## src/rtl/fir_chan_sched.sv

```systemverilog
// Shares one NUM_CH-way interleaved FIR between NUM_CH channels: collects one sample per
// channel, issues the frame ch0..chN-1 to the FIR sink and routes returned results back in order.
module fir_chan_sched #(
    parameter int NUM_CH = 2,
    parameter int DW     = 24,
    parameter int GAP    = 1
) (
    input  logic                 clk,
    input  logic                 reset,
    input  logic [NUM_CH-1:0]    in_valid,
    input  logic [NUM_CH*DW-1:0] in_data,
    output logic [DW-1:0]        fir_sink_data,
    output logic                 fir_sink_valid,
    output logic [1:0]           fir_sink_error,
    input  logic [DW-1:0]        fir_source_data,
    input  logic                 fir_source_valid,
    input  logic [1:0]           fir_source_error,
    output logic [NUM_CH*DW-1:0] out_data,
    output logic [NUM_CH-1:0]    out_valid,
    output logic                 overrun,
    output logic                 fir_err,
    input  logic                 clear
);

    localparam int CW = $clog2(NUM_CH);
    localparam logic [CW-1:0] LAST_CH = CW'(NUM_CH - 1);
    localparam logic [3:0] GAP_LAST = (GAP > 0) ? 4'(GAP - 1) : 4'd0;

    typedef enum logic [1:0] {
        ST_IDLE,
        ST_ISSUE,
        ST_WAIT
    } state_t;

    state_t                state_q, state_d;
    logic [CW-1:0]         icnt_q, icnt_d;
    logic [CW-1:0]         ocnt_q, ocnt_d;
    logic [3:0]            gcnt_q, gcnt_d;
    logic [NUM_CH-1:0]     pend_q, pend_d;
    logic [DW-1:0]         hold_q [NUM_CH];
    logic [DW-1:0]         hold_d [NUM_CH];
    logic [DW-1:0]         sink_data_q, sink_data_d;
    logic [NUM_CH*DW-1:0]  out_data_q, out_data_d;
    logic [NUM_CH-1:0]     out_valid_q, out_valid_d;
    logic                  overrun_q, overrun_d;
    logic                  fir_err_q, fir_err_d;
    logic [NUM_CH-1:0]     issue_mask;
    logic                  ovr_set;
    logic                  err_set;

    always_comb begin
        state_d     = state_q;
        icnt_d      = icnt_q;
        ocnt_d      = ocnt_q;
        gcnt_d      = gcnt_q;
        pend_d      = pend_q;
        hold_d      = hold_q;
        sink_data_d = sink_data_q;
        out_data_d  = out_data_q;
        out_valid_d = '0;
        issue_mask  = '0;
        ovr_set     = 1'b0;
        err_set     = 1'b0;

        if (state_q == ST_ISSUE) begin
            issue_mask[icnt_q] = 1'b1;
        end

        // A strobe in the issue cycle of its own channel starts the next frame, not an overrun
        for (int i = 0; i < NUM_CH; i++) begin
            if (in_valid[i]) begin
                hold_d[i] = in_data[i*DW +: DW];
                pend_d[i] = 1'b1;
                if (pend_q[i] && !issue_mask[i]) begin
                    ovr_set = 1'b1;
                end
            end else if (issue_mask[i]) begin
                pend_d[i] = 1'b0;
            end
        end

        case (state_q)
            ST_IDLE: begin
                if (&pend_q) begin
                    state_d = ST_ISSUE;
                end
            end
            ST_ISSUE: begin
                sink_data_d = hold_q[icnt_q];
                if (icnt_q == LAST_CH) begin
                    icnt_d  = '0;
                    state_d = ST_IDLE;
                end else begin
                    icnt_d = icnt_q + CW'(1);
                    if (GAP > 0) begin
                        gcnt_d  = 4'd0;
                        state_d = ST_WAIT;
                    end
                end
            end
            ST_WAIT: begin
                if (gcnt_q == GAP_LAST) begin
                    state_d = ST_ISSUE;
                end else begin
                    gcnt_d = gcnt_q + 4'd1;
                end
            end
            default: state_d = ST_IDLE;
        endcase

        if (fir_source_valid) begin
            out_data_d[ocnt_q*DW +: DW] = fir_source_data;
            out_valid_d[ocnt_q]         = 1'b1;
            ocnt_d                      = (ocnt_q == LAST_CH) ? '0 : ocnt_q + CW'(1);
            err_set                     = |fir_source_error;
        end

        overrun_d = ovr_set | (overrun_q & ~clear);
        fir_err_d = err_set | (fir_err_q & ~clear);
    end

    always_ff @(posedge clk or posedge reset) begin
        if (reset) begin
            state_q     <= ST_IDLE;
            icnt_q      <= '0;
            ocnt_q      <= '0;
            gcnt_q      <= '0;
            pend_q      <= '0;
            for (int i = 0; i < NUM_CH; i++) begin
                hold_q[i] <= '0;
            end
            sink_data_q <= '0;
            out_data_q  <= '0;
            out_valid_q <= '0;
            overrun_q   <= 1'b0;
            fir_err_q   <= 1'b0;
        end else begin
            state_q     <= state_d;
            icnt_q      <= icnt_d;
            ocnt_q      <= ocnt_d;
            gcnt_q      <= gcnt_d;
            pend_q      <= pend_d;
            hold_q      <= hold_d;
            sink_data_q <= sink_data_d;
            out_data_q  <= out_data_d;
            out_valid_q <= out_valid_d;
            overrun_q   <= overrun_d;
            fir_err_q   <= fir_err_d;
        end
    end

    // The sink bus shows the live beat and otherwise keeps the last issued sample
    assign fir_sink_valid = (state_q == ST_ISSUE);
    assign fir_sink_data  = fir_sink_valid ? hold_q[icnt_q] : sink_data_q;
    assign fir_sink_error = 2'd0;
    assign out_data       = out_data_q;
    assign out_valid      = out_valid_q;
    assign overrun        = overrun_q;
    assign fir_err        = fir_err_q;

endmodule

```

## config.mk

```make
export PLATFORM = sky130hd
export DESIGN_NAME = fir_chan_sched
export DESIGN_NICKNAME = d
export VERILOG_FILES = /design/src/rtl/fir_chan_sched.sv
export SDC_FILE = /design/constraint.sdc
export NUM_CORES = 1
export LEC_CHECK = 0
export ABC_CLOCK_PERIOD_IN_PS = 6800
export CORE_MARGIN = 2
export CORE_UTILIZATION = 40
export DETAILED_ROUTE_END_ITERATION = 12
export MAX_ROUTING_LAYER = met4
export PLACE_DENSITY = 0.67
export SYNTH_ARGS = -nofsm -noshare
export SYNTH_HDL_FRONTEND = slang
export SYNTH_SLANG_ARGS = --single-unit
```

## constraint.sdc

```tcl
create_clock -name clk -period 6.8 [get_ports clk]
set_clock_uncertainty 0.1 [all_clocks]
set_input_delay 1.36 -clock clk [delete_from_list [all_inputs] [get_ports clk]]
set_output_delay 1.36 -clock clk [all_outputs]
set_load 0.01 [all_outputs]
```

==> results of run 1 <==
## cell usage in the layout (no fill, tap or decap), types with 2 or more instances in the layout
cell               n
nand2_1            4
clkdlybuf4s50_1  156
a21o_1             2
buf_4              5
clkbuf_1           2
conb_1             2
nand3_1            5
o21ai_0            6
mux2i_1           25
a21oi_1           24
nand2b_1           3
clkbuf_8           5
nand4_1            3
clkinv_2           4
inv_1              6
bufinv_16          2
ha_1               5
mux2_2            96
clkinvlp_4         2
clkbuf_16         17
xor2_1             2
nor2_1            25
dfrtp_1          134
## routing by layer
| layer | wire [um] | vias up | global-route usage |
|---|---|---|---|
| li1 | - | 1633 | - |
| met1 | 5020 | 1736 | 0.216 |
| met2 | 5600 | 98 | 0.280 |
| met3 | 529 | 19 | 0.0442 |
| met4 | 267 | 0 | 0.0794 |
| met5 | 0 | - | - |
## worst min-delay path by stage
stage,start,to,cells past startpoint
2_1_floorplan,ocnt_q,ocnt_q,1
4_1_cts,out_data[22],out_data[22],1
3_5_place_dp,out_data[28],out_data[28],1
6_report,out_data[24],out_data[24],1
5_1_grt,out_data[28],out_data[28],1
3_3_place_gp,hold_q[31],hold_q[31],1
## worst reg2reg max path, cell delays in order, from the launching register on
cell,delay [ps]
dfrtp_1,400
inv_1,100
ha_2,870
a21boi_0,390
nand4_1,190
o21ai_0,100
## cells by family (layout without fill, tap and decap cells)
kind of cell / count (synthesis) / after routing / share of synthesized area
mux: 121 / 121 / 0.248
compound gates: 40 / 40 / 0.0438
other cells: 1 / 2 / 0.000699
simple gates: 44 / 44 / 0.0375
buf+inv: 30 / 200 / 0.0277
fa+ha+maj: 6 / 6 / 0.0140
flops: 134 / 134 / 0.625
xor+xnor: 2 / 2 / 0.00326
## where the power goes
part	internal, W	leakage, nW	switching [W]	total [W]
sequential	0.00107	1.56	0.000127	0.00120
combinational	0.000764	1.42	0.000569	0.00133
clock	0.000586	0.292	0.000320	0.000905
total	0.00242	3.27	0.00102	0.00343
## metrics by stage
step                      instances  hold slack [ps]   util
after global placement          693              389  0.536
after floorplan                 379              363      -
after CTS                       725              407  0.582
after global routing            725              409  0.582
after detailed placement        693              394  0.536
final                           725              404  0.582
## layout make-up
cell class | count | area share
flip-flops and latches | 134 | 0.437
clock inverters | 8 | 0.0124
clock buffers | 24 | 0.0654
inverters | 7 | 0.00375
well taps | 176 | 0.0287
multi-input cells | 215 | 0.244
repair buffers | 161 | 0.208
## registers in the layout, summed over array words and instances (netlist names)
register and count:
sink_data_q 24, hold_q 48, ocnt_q 1, fir_err 1
pend_q 2, out_data 48, gcnt_q 4, out_valid 2
overrun 1, icnt_q 1, state_q 2
==> flow_results.org, run 1 <==
** Route
- The count of nets left with antenna violations once routing finished came out at 0.
- DRC violation count after routing :: 0
- The detailed router finished its first iteration with 145 violations.
- Dividing the detail-routed wire length by the instance count gives 15.7 um.
- Before antenna repair, the detailed router went through 4 iterations.
- The routed layout has 3486 vias.
- Dividing the detail-routed via count by the number of cells gives 4.81.
- Total wire length :: 11.4 mm

** Critical path
- The slowest stage of the critical path belongs to the cell ha_2.
- The critical path goes through inv_1, ha_2, nor2_1, a21oi_1, clkdlybuf4s50_1.
- Reg-to-reg setup timing slack :: 4520 ps
- Counting both buffers and inverters, the worst setup path holds a total of 2.
- Kind of cell adding the most delay to the critical path :: adder cells
- For the worst setup path, the data arrival time is 2770 ps.
- Number of cells on the worst reg-to-reg path :: 5
- STA classifies the critical path startpoint as a flip-flop.
- Critical path capture point :: fir_sink_data[13]
- Tracing the worst setup path back leads to its startpoint at state_q[1].
- In this run the critical register-to-register path is captured at gcnt_q[1].
- Largest fanout of any net on the critical path :: 54
- For this run, the slowest stage of the critical path takes 870 ps.
- Endpoint required time on the critical path :: 5340 ps
- The critical path is of the reg2out type.
- The startpoint identified for the worst register-to-register timing path is state_q[1].
- STA classifies the critical path endpoint as an output port.
- Levels on crit path :: 5

** Timing
- Worst-margin pin slew :: 1160 ps
- For this run, the top clock speed supported by timing is 237 MHz.
- Setup total negative slack on the finished layout was measured at 0 ps.
- Slew Viols, Final :: 0
- Once routing completed, OpenROAD measured the worst setup slack at 2570 ps.
- Number of endpoints failing setup at the final stage :: 0
- The worst path in the final design needs a cycle of 4230 ps, including I/O delays and setup.
- RSZ-0062 raised after global routing :: false
- Headroom to the max-slew limit :: 0.228
- The number of hold violations in the final report is 0.
- In the finished design, the share of the clock period the worst path needs comes to 0.621.

** Synthesis
- By area the synthesized netlist is led by dfrtp_1, mux2_2, mux2i_1.
- Summing every instance area after synthesis gives 5370 um2.
- Most instantiated flip-flop cell in the synthesis netlist :: dfrtp_1
- The Yosys step of the flow raised 0 warnings.
- Synthesis produced a netlist whose cell count is 378.
- Share of flip-flops with an asynchronous set or reset after synthesis :: 1.00
- Synthesis-stage register bit count :: 134
- Yosys instantiated no cell more often than dfrtp_1.
- Average footprint of a synthesized cell :: 14.2 um2
- Seq/Total Area, Yosys :: 0.625
- Cell types with the highest counts after synthesis :: dfrtp_1, mux2_2, mux2i_1, nor2_1, a21oi_1
- The largest total area in the synthesized netlist belongs to dfrtp_1.
- Count of cell types in the netlist :: 29
- In this run, synthesis inferred 0 flip-flops with an integrated enable.
- Share of the synthesized area in the top cell type :: 0.625

** Floorplanning
- Core region area :: 13200 um2
- In this run the count of I/O pins placed on the die edge is 159.
- Initial standard-cell utilization of the core :: 0.407
- The initialized floorplan defines 42 standard-cell rows.
- Die area :: 14400 um2
- Die width :: 120 um
- Measured along the y axis, the die boundary spans 120 um.

** Final layout
- Fill cell instance count of the final layout :: 1082
- After routing the design area is 7670 um2.
- Area used by multi-input combinational logic :: 1870 um2
- Layout cells sized above 1 :: 0.251
- Summing all flip-flop and latch instances after layout gives 3350 um2.
- Compared with the post-synthesis result, the final layout area differs by 42.9%.
- Number of nets in the finished design :: 622
- The number of antenna diodes in the final layout is 0.

** Run status
- Result of the run :: finished clean

** Clock network
- Setup repair bufs after CTS :: 0
- Clock-pin slew was measured on the worst setup and hold paths at 60 ps.
- # clock sinks :: 134
- Number of hold-repair buffers added at the cts stage :: 0
- Latest clock arrival within the worst-skew pair :: 410 ps
- The longest clock path from root to sink contains 2 buffers.
- Counting the buffers created by CTS gives 17.
- Cell at the root of the clock tree :: clkbuf_16
- In this run, post-CTS repair resized a total of 0 instances.
- TritonCTS built the clock tree.
- CTS HTree Levels :: 4

** Placement
- Routability-driven placement finished with a final weighted congestion of 0.752.
- Sum of net half-perimeters after detailed placement :: 7.77 mm
- Worst setup timing slack at the placement stage :: 3000 ps
- Total cell area at the placement stage :: 7070 um2
- IO buf count :: 156

** Power and ir drop
- Summed over all cells, the static leakage comes to 3.27 nW.
- Pwr per Cell Area :: 448 nW/um2
- The worst-case IR drop observed on VDD is 0.000223 V.
- Power after layout :: 0.00343 W

** Global route
- The first global-routing pass estimated 19.1 mm of wire.
- Vias in the first global route :: 3834
- Global router's overall resource usage :: 0.177
- The number of antenna violations at the first check in global routing is 0.
- After global routing the overflow that remains totals 0.
- Entering global routing, the biggest net connects 78 pins.

** Run
- The tool flagged a number of max-cap violations equal to 0.

** Min path
- Path category of the worst min-delay check :: reg2reg
Power figures use the tool's default switching activity.
==> inputs of run 2 (changes only) <==
Settings changed: ABC_CLOCK_PERIOD_IN_PS 6800 to 3900.
Clock period 6.8 ns to 3.9 ns, I/O delays scaled along.
==> flow_results.org, run 2 (synthesis results as in run 1) <==
** Clock network
- The latest clock arrival within the worst-skew pair is 400 ps (about the same).
- The CTS buffer count was 17 (unchanged).
- The number of setup buffers added after CTS came to 0 (unchanged).
- Post-cts gate resize count :: 0 (unchanged)
- TritonCTS built the clock tree.
- Clk buf depth :: 2 (unchanged)
- CTS HTree Levels :: 4 (unchanged)
- Cell at the root of the clock tree :: clkbuf_16
- The number of hold-repair buffers added at the cts stage is 0 (unchanged).
- # clock sinks :: 134 (unchanged)
- Clk pin slew, worst setup/hold paths :: 50 ps (about the same)

** Floorplanning
- IO Count :: 159 (unchanged)
- The effective utilization at floorplan is 0.407 (unchanged).
- The core footprint is 13200 um2 (unchanged).
- The die footprint was 14400 um2 (unchanged).
- Standard-cell row count :: 42 (unchanged)
- The vertical extent of the die came to 120 um (unchanged).
- The die width was 120 um (unchanged).

** Global route
- GR Overflow Total :: 0 (unchanged)
- The met2 track demand over resource in global routing was 0.297 (+0.0168).
- met2 is the most crowded layer.
- Antenna violations before repair :: 0 (unchanged)
- The pin count of the biggest net entering global routing is 73 (-6.4%).
- The number of global-route vias before repair came to 3837 (+0.078%).
- The met1 usage in global routing is 0.215 (-0.000498).
- The global-route track usage on met3 is 0.0404 (-0.00380).
- The first-pass GRT wire length came to 19.3 mm (+1.3%).
- The overall track demand over capacity in global routing came to 0.181 (+0.00390).

** Route
- The length of the first detailed-routing pass in iterations is 4 (unchanged).
- Via total after detailed routing :: 3529 (+1.2%)
- The post-detailed-route via-to-cell ratio was 4.85 (+0.82%).
- The total routed wirelength came to 12.0 mm (+4.7%).
- The post-route DRC violation count is 0 (unchanged).
- Routed wire per std cell :: 16.4 um (+4.3%)
- The number of antenna-violating nets in the routed design is 0 (unchanged).
- 1st-iter DRT viols :: 105 (-28%)

** Min path
- The path class of the tightest hold or removal check is reg2reg.

** Final layout
- Post-route cell area :: 7700 um2 (+0.39%)
- P&R area growth vs syn :: 43.5%
- Commonest cells after routing, fill and taps aside :: clkdlybuf4s50_1, dfrtp_1, mux2_2, nor2_1, mux2i_1
- The count of antenna diodes in the layout is 0 (unchanged).
- The library cell used most frequently in the layout, excluding fill and tap cells, is clkdlybuf4s50_1.
- Layout cells sized above 1 :: 0.254 (+0.00226)
- The count of nets after finishing came to 625 (+0.48%).

** Placement
- The count of input and output buffers was 156 (unchanged).
- The area of placed instances is 7120 um2 (+0.69%).
- The HPWL after detailed placement is 8.25 mm (+6.2%).
- Final weighted congestion in routability-driven placement :: 0.721 (-4.1%)

** Critical path
- The critical path data arrival time is 2700 ps (-70 ps).
- Worst setup path class :: reg2out
- The largest fanout on the critical path was 50 (-7.4%).
- The worst setup path is launched from a flip-flop.
- Type of destination of the critical path :: output port
- The required time of the critical path was 3020 ps (-2320 ps).

** Timing
- Number of endpoints with negative hold slack in the final report :: 0 (unchanged)
- The setup-violating endpoint count in the final report came to 0 (unchanged).
- Static timing analysis puts the maximum clock frequency at 279 MHz.
- Headroom to the max-slew limit :: 0.378 (+0.150)
- Worst-margin pin slew :: 933 ps (-223 ps)
- Of the available clock period, the critical path in the final layout requires 0.919.
- For the finished layout, the period the worst path requires is 3580 ps.
- RSZ-0062 raised after global routing :: false
- The setup TNS came to 0 ps (unchanged).
- Slew Viols, Final :: 0 (unchanged)

** Run
- The count of max-cap constraint violations was 0 (unchanged).

** Power and ir drop
- The peak supply drop came to 0.000391 V (+76%).
- The power density of the placed cells is 778 nW/um2 (+74%).
- The standby leakage power was 3.28 nW (+0.30%).

** Run status
- The run finished with clean final reports.
==> run 2: cell types whose count changed in the layout (fill, tap and decap cells not counted) <==
cell	change
inv_4	-1
clkinv_2	+1
buf_4	+1
clkbuf_1	+1
buf_12	+2
clkbuf_8	-2
clkinvlp_4	+1
==> run 2: worst max-delay path, stage by stage (launching register included) <==
cell	delay (ps)
dfrtp_1	390
inv_1	100
ha_2	810
nor2_1	130
a21oi_1	270
clkdlybuf4s50_1	600
==> run 2: power by group <==
part	leakage, nW	internal, W	switching, W
sequential	1.56	0.00186	0.000224
clock	0.283	0.000985	0.000555
combinational	1.43	0.00135	0.00101
total	3.28	0.00420	0.00179
==> run 2: through the flow <==
stage	utilization	power, W	hold WS, ps	cells	setup WS, ps
global placement	0.540	0.00443	386	696	810
CTS	0.584	0.00607	396	728	312
global route	0.584	0.00633	418	728	140
finish	0.584	0.00599	394	728	317
floorplan	-	0.00325	363	379	1350
detailed placement	0.540	0.00450	383	696	768
==> run 2: layout make-up <==
cell class,count,area [um2]
flip-flops and latches,134,3350
repair buffers,164,1650
fillers,1064,5490
inverters,7,30.0
well taps,176,220
multi-input cells,215,1870
clock buffers,23,478
clock inverters,9,100
==> run 2: per-layer routing <==
metal	share of wire	wire, um	up-vias
met5	0	0	-
met4	0.022	265	0
met3	0.040	475	19
met2	0.52	6170	83
met1	0.42	5050	1783
li1	-	-	1644
==> run 2: worst paths after layout <==
| kind | from | end | slack [ps] | depth (start not counted) |
|---|---|---|---|---|
| setup / recovery | state_q[1] | fir_sink_data[12] | 320 | 5 |
| hold / removal | overrun | overrun | 390 | 2 |
| setup reg to reg | state_q[1] | gcnt_q[0] | 1660 | 6 |
| hold reg to reg | overrun | overrun | 390 | 2 |
| max in group asynchronous | reset | hold_q[7] | 2090 | 3 |
| min in group asynchronous | reset | out_data[5] | 760 | 2 |
